[src/rtl/uart_tx_buffered_pkg.sv]
// Shared definitions for the buffered debug-UART transmitter.
package uart_tx_buffered_pkg;

    localparam int DBIT_DEF    = 8;
    localparam int SB_TICK_DEF = 16;
    localparam int DVSR_DEF    = 651;
    localparam int FIFO_AW_DEF = 2;

    // Start and data bits are always 16 oversample ticks long.
    localparam int OS_TICKS = 16;

    typedef enum logic [1:0] {
        IDLE  = 2'd0,
        START = 2'd1,
        DATA  = 2'd2,
        STOP  = 2'd3
    } tx_state_t;

endpackage

[src/rtl/uart_fifo.sv]
// First-word fall-through byte FIFO feeding the UART transmitter.
// A push while full is accepted only when a pop happens in the same cycle.
module uart_fifo #(
    parameter int DBIT    = 8,
    parameter int FIFO_AW = 2
) (
    input  logic            clk,
    input  logic            reset,
    input  logic            wr,
    input  logic            rd,
    input  logic [DBIT-1:0] w_data,
    output logic [DBIT-1:0] r_data,
    output logic            empty,
    output logic            full
);

    localparam int DEPTH = 2 ** FIFO_AW;

    logic [DBIT-1:0]    mem [DEPTH];
    logic [FIFO_AW-1:0] wptr;
    logic [FIFO_AW-1:0] rptr;
    logic [FIFO_AW:0]   count;
    logic               do_wr;
    logic               do_rd;

    assign do_rd = rd & ~empty;
    assign do_wr = wr & (~full | do_rd);

    always_ff @(posedge clk or negedge reset) begin
        if (!reset) begin
            wptr  <= '0;
            rptr  <= '0;
            count <= '0;
        end else begin
            if (do_wr)
                wptr <= wptr + 1'b1;
            if (do_rd)
                rptr <= rptr + 1'b1;
            if (do_wr & ~do_rd)
                count <= count + 1'b1;
            else if (do_rd & ~do_wr)
                count <= count - 1'b1;
        end
    end

    always_ff @(posedge clk) begin
        if (do_wr)
            mem[wptr] <= w_data;
    end

    assign r_data = mem[rptr];
    assign empty  = (count == '0);
    // count tops out at DEPTH, so its MSB alone flags full
    assign full   = count[FIFO_AW];

endmodule

[src/rtl/uart_tx_buffered.sv]
// Buffered 8N1 transmitter for the DataPath debug UART.
//
//   state | meaning
//   IDLE  | line high; pops the next byte as soon as the FIFO has one
//   START | line low for 16 oversample ticks
//   DATA  | shifts out DBIT bits LSB-first, 16 ticks each
//   STOP  | line high for SB_TICK ticks; done pulse in its final cycle
module uart_tx_buffered
    import uart_tx_buffered_pkg::*;
#(
    parameter int DBIT    = DBIT_DEF,
    parameter int SB_TICK = SB_TICK_DEF,
    parameter int DVSR    = DVSR_DEF,
    parameter int FIFO_AW = FIFO_AW_DEF
) (
    input  logic            clk,
    input  logic            reset,
    input  logic            wr_en,
    input  logic [DBIT-1:0] wr_data,
    output logic            full,
    output logic            tx,
    output logic            tx_busy,
    output logic            tx_done_tick
);

    localparam int CW = $clog2(DVSR);
    localparam int TW = $clog2((SB_TICK > OS_TICKS) ? SB_TICK : OS_TICKS);
    localparam int BW = $clog2(DBIT);

    localparam logic [CW-1:0] CNT_LAST = CW'(DVSR - 1);
    localparam logic [CW-1:0] CNT_PRE  = CW'(DVSR - 2);
    localparam logic [TW-1:0] OS_LAST  = TW'(OS_TICKS - 1);
    localparam logic [TW-1:0] SB_LAST  = TW'(SB_TICK - 1);
    localparam logic [BW-1:0] BIT_LAST = BW'(DBIT - 1);

    logic [CW-1:0]   baud_cnt;
    logic            s_tick;
    logic            pre_tick;

    tx_state_t       state;
    logic [DBIT-1:0] b;
    logic [TW-1:0]   n_ticks;
    logic [BW-1:0]   n_bits;

    logic            fifo_rd;
    logic            fifo_empty;
    logic [DBIT-1:0] fifo_data;

    uart_fifo #(
        .DBIT    (DBIT),
        .FIFO_AW (FIFO_AW)
    ) u_fifo (
        .clk    (clk),
        .reset  (reset),
        .wr     (wr_en),
        .rd     (fifo_rd),
        .w_data (wr_data),
        .r_data (fifo_data),
        .empty  (fifo_empty),
        .full   (full)
    );

    always_ff @(posedge clk or negedge reset) begin
        if (!reset)
            baud_cnt <= '0;
        else if (s_tick)
            baud_cnt <= '0;
        else
            baud_cnt <= baud_cnt + 1'b1;
    end

    assign s_tick   = (baud_cnt == CNT_LAST);
    // One cycle ahead of s_tick, so the done pulse can be registered yet land in the last stop cycle
    assign pre_tick = (baud_cnt == CNT_PRE);

    assign fifo_rd = (state == IDLE) & ~fifo_empty;
    assign tx_busy = (state != IDLE) | ~fifo_empty;

    always_ff @(posedge clk or negedge reset) begin
        if (!reset) begin
            state        <= IDLE;
            b            <= '0;
            n_ticks      <= '0;
            n_bits       <= '0;
            tx           <= 1'b1;
            tx_done_tick <= 1'b0;
        end else begin
            tx_done_tick <= (state == STOP) & (n_ticks == SB_LAST) & pre_tick;
            case (state)
                IDLE: begin
                    if (!fifo_empty) begin
                        b       <= fifo_data;
                        n_ticks <= '0;
                        tx      <= 1'b0;
                        state   <= START;
                    end
                end
                START: begin
                    if (s_tick) begin
                        if (n_ticks == OS_LAST) begin
                            n_ticks <= '0;
                            n_bits  <= '0;
                            tx      <= b[0];
                            state   <= DATA;
                        end else begin
                            n_ticks <= n_ticks + 1'b1;
                        end
                    end
                end
                DATA: begin
                    if (s_tick) begin
                        if (n_ticks == OS_LAST) begin
                            n_ticks <= '0;
                            b       <= b >> 1;
                            if (n_bits == BIT_LAST) begin
                                tx    <= 1'b1;
                                state <= STOP;
                            end else begin
                                n_bits <= n_bits + 1'b1;
                                tx     <= b[1];
                            end
                        end else begin
                            n_ticks <= n_ticks + 1'b1;
                        end
                    end
                end
                STOP: begin
                    if (s_tick) begin
                        if (n_ticks == SB_LAST) begin
                            n_ticks <= '0;
                            state   <= IDLE;
                        end else begin
                            n_ticks <= n_ticks + 1'b1;
                        end
                    end
                end
                default: begin
                    tx    <= 1'b1;
                    state <= IDLE;
                end
            endcase
        end
    end

endmodule

[config.mk]
export PLATFORM = sky130hd
export DESIGN_NAME = uart_tx_buffered
export DESIGN_NICKNAME = d
export VERILOG_FILES = /design/src/rtl/uart_tx_buffered_pkg.sv /design/src/rtl/uart_fifo.sv /design/src/rtl/uart_tx_buffered.sv
export SDC_FILE = /design/constraint.sdc
export NUM_CORES = 1
export LEC_CHECK = 0
export ABC_AREA = 1
export CAP_MARGIN = 20
export CORE_AREA = 2 2 81 141
export DETAILED_ROUTE_END_ITERATION = 16
export DIE_AREA = 0 0 83 143
export PLACE_DENSITY = 0.43
export SETUP_SLACK_MARGIN = 0.1
export SYNTH_ARGS = -nofsm -noshare
export SYNTH_HDL_FRONTEND = slang
export SYNTH_SLANG_ARGS = --single-unit
[constraint.sdc]
create_clock -name clk -period 2.65 [get_ports clk]
set_clock_uncertainty 0.2 [all_clocks]
set_input_delay 0.53 -clock clk [delete_from_list [all_inputs] [get_ports clk]]
set_output_delay 0.53 -clock clk [all_outputs]
set_load 0.01 [all_outputs]
==> metrics.yaml <==
setup_path:
  ff2ff_setup_slack_ns: 0.33
  reg2reg_to: "u_fifo.count[2]$_DFFE_PN0P_"
  timing.rr.start: "state[0]$_DFFE_PN0P_"
  cp_data_required_time_ns: 1.92
  crit_arrival_ns: 1.60
  reg2reg_depth: 10
  cp_top_family: "buffers and inverters"
  crit_slowest_cell: "dfrtp_1"
  crit_buf_inv: 2
  slowest_delay_ns: 0.43
  crit_path_end_kind: "primary output"
  cp_max_fo: 6
  crit_chain: "inv_1 -> ha_2 -> nand3_2 -> dlygate4sd2_1"
  worstSetupPathType: "register to primary output"
  startpoint_type: "register"
synth:
  yosys.area_share.adder: 0.06912
  synthArstFlopShare: 0.5294
  yosys-top-cells-area: "edfxtp_1 29%, dfrtp_1 26%, nand2_1 11%"
  synth-seq-cells: 68
  avgSynthCellArea_sq_um: 9.538
  yosys.area_share.simple: 0.2672
  yosysSeqAreaShare: 0.5533
  post_synth_xor_area_fraction: 0.02081
  synth-edff-count: 32
  muxShareOfSynthArea: 0.003344
  synth.distinct_cells: 32
  yosysTopAreaCellShare: 0.2854
  synth_warnings: 0
  yosys.area.top_type: "edfxtp_1"
  synth-compound-area-share: 0.02750
  ys.flop_type: "dfrtp_1"
  synth_cells: 353
  synth_top_family_by_area: "simple AND/OR/NAND/NOR gates"
  synth_nets: 382
  netlist_area_sq_um: 3367
global_routing:
  grt_max_degree: 37
  busiest_layer: "met2"
  antenna_found_initial: 0
  grt_pass1_wl_um: 11430
  grtUsageMet2: 0.2284
  grt_pass1_vias: 2327
  overflow: 0
  gr-usage-met1: 0.1327
  globalRouteTotalUtil: 0.1232
  use_met3: 0.02775
sta:
  timing.hold.ws_ns: 0.1034
  hold_viol: 0
  drv_slew: 0
  period_share: 0.8794
  post-route-min-period_ns: 2.331
  setup_viol: 0
  fmax_mhz: 429.1
  rsz0062_at_grt: "no"
  slew_headroom: 0.4465
  worstMarginPinSlew_ns: 0.8302
  tns_ns: 0
job:
  drv_cap: 0
pwr:
  p_seq_frac: 0.426
  switching_share: 0.2353
  pwr-share-clk: 0.464
  powerDensity_nw_per_um2: 745.9
  p_sw_uw: 706.4
  power.ir.vdd_worst_v: 0.0004086
  power.leakage_nw: 1.813
  comb_power_share: 0.110
  p_int_mw: 2.295
worst_hold_path:
  hold_class: "primary input to async pin"
layout:
  multi_input_area_sq_um: 1314
  drive_gt1_frac: 0.1279
  fillers: 1098
  final_common_cell: "nand2_1"
  syn_to_final_growth_pct: 19.51
  seqCellArea_sq_um: 1863
  final_cell_mix: "103 x nand2_1, 36 x inv_1, 35 x dfrtp_1, 32 x edfxtp_1, 31 x nand3_1"
  antenna_cells: 0
  num-nets-final: 407
die:
  fp.dieW_um: 83
  dieArea_sq_um: 11870
  io_pins: 15
  fp-row-count: 50
  start_util: 0.3147
  core_area_sq_um: 10700
  fp.dieH_um: 143
placement:
  hpwlAfterDp_um: 5142
  place.gp.congestion: 0.7519
  port_buffers: 14
detailed_routing:
  antenna_left: 0
  wl_per_cell_um: 13.17
  totalWireLength_um: 6756
  post_drt_via_cell_ratio: 4.515
  drt_iter0_drc: 114
  via_count: 2316
  dr.pass1.iters: 4
  route.detailed.drc: 0
clocking:
  cts_sinks: 68
  ctsHoldBuffers: 0
  cts_root_buf: "clkbuf_16"
  cts_resized: 3
  clk_path_buf_depth: 2
  clkTransAtPathRegs_ns: 0.06
  clk_latency_ns: 0.33
  postCtsSetupBuffers: 0
  htreeDepth: 3
  cts_tree: "done"
  cts_made_buffers: 9
outcome:
  status: "finished clean"
## Yosys cell counts, types with 2 or more instances
| master | instances |
|---|---|
| nand3_4 | 2 |
| buf_2 | 3 |
| nor2_2 | 4 |
| nand4_1 | 15 |
| xor2_1 | 7 |
| nand2_1 | 103 |
| nand3b_1 | 2 |
| nand2_2 | 5 |
| inv_1 | 36 |
| dfrtp_1 | 35 |
| nor2_1 | 21 |
| nor3_1 | 6 |
| ha_1 | 17 |
| inv_2 | 4 |
| nand3_1 | 32 |
| edfxtp_1 | 32 |
| o21ai_0 | 7 |
| a21oi_1 | 7 |
| buf_4 | 2 |
## flip-flops by register name (all words and copies together) (netlist names)
name / cells
tx_done_tick: 1
baud_cnt: 10
u_fifo.count: 3
u_fifo.rptr: 2
u_fifo.wptr: 2
n_ticks: 4
state: 2
n_bits: 3
tx: 1
u_fifo.mem: 32
b: 8
## power groups by stage
stage / clock network, mW / logic [mW] / registers, mW
after global placement: 0 / 0.334 / 1.30
after floorplan: 0 / 0.203 / 1.29
after global routing: 1.48 / 0.391 / 1.29
after detailed placement: 0 / 0.336 / 1.30
after CTS: 1.43 / 0.343 / 1.28
final: 1.39 / 0.330 / 1.28
## cell families (layout without fill, tap and decap cells)
logic type | after synthesis | in the layout
AND/OR/NAND/NOR | 194 | 194
flip-flops | 68 | 68
buffers and inverters | 47 | 77
adder cells (fa/ha/maj) | 18 | 18
AO/OA/AOI/OAI | 17 | 17
XOR/XNOR | 8 | 8
multiplexers | 1 | 1
## final cells by class
type | count | share of cell area
tap | 130 | 0.04042
sequential | 68 | 0.4630
clock buffer | 9 | 0.05597
clock inverter | 7 | 0.03078
inverter | 41 | 0.03887
multi-input combinational | 238 | 0.3265
timing repair buffer | 20 | 0.04447
## metrics by stage
stage | total power [mW] | utilization | instance area, sq um | std cells | setup WS, ns
2_1_floorplan | 1.496 | - | 3367 | 353 | 0.2574
3_3_place_gp | 1.633 | 0.3429 | 3669 | 497 | 0.1893
3_5_place_dp | 1.638 | 0.3429 | 3669 | 497 | 0.1651
4_1_cts | 3.056 | 0.3761 | 4024 | 513 | 0.2884
5_1_grt | 3.158 | 0.3761 | 4024 | 513 | 0.1630
6_report | 3.002 | 0.3761 | 4024 | 513 | 0.3195
## routing by layer
layer	part of all wire	routed length (um)
met1	0.41	2759
met2	0.56	3751
met3	0.020	133
met4	0.016	111
met5	0	0
## worst max path at each step
stage / startpoint / endpoint / slack (ns) / cells after the start
final: state[0]$_DFFE_PN0P_ / tx_busy / 0.32 / 4
after global routing: state[1]$_DFFE_PN0P_ / u_fifo.count[2]$_DFFE_PN0P_ / 0.16 / 10
after CTS: state[0]$_DFFE_PN0P_ / tx_busy / 0.29 / 4
after detailed placement: wr_en / u_fifo.count[2]$_DFFE_PN0P_ / 0.17 / 9
after global placement: wr_en / u_fifo.count[2]$_DFFE_PN0P_ / 0.19 / 9
after floorplan: state[0]$_DFFE_PN0P_ / u_fifo.count[1]$_DFFE_PN0P_ / 0.26 / 8
(Power assumes the default switching activity.)
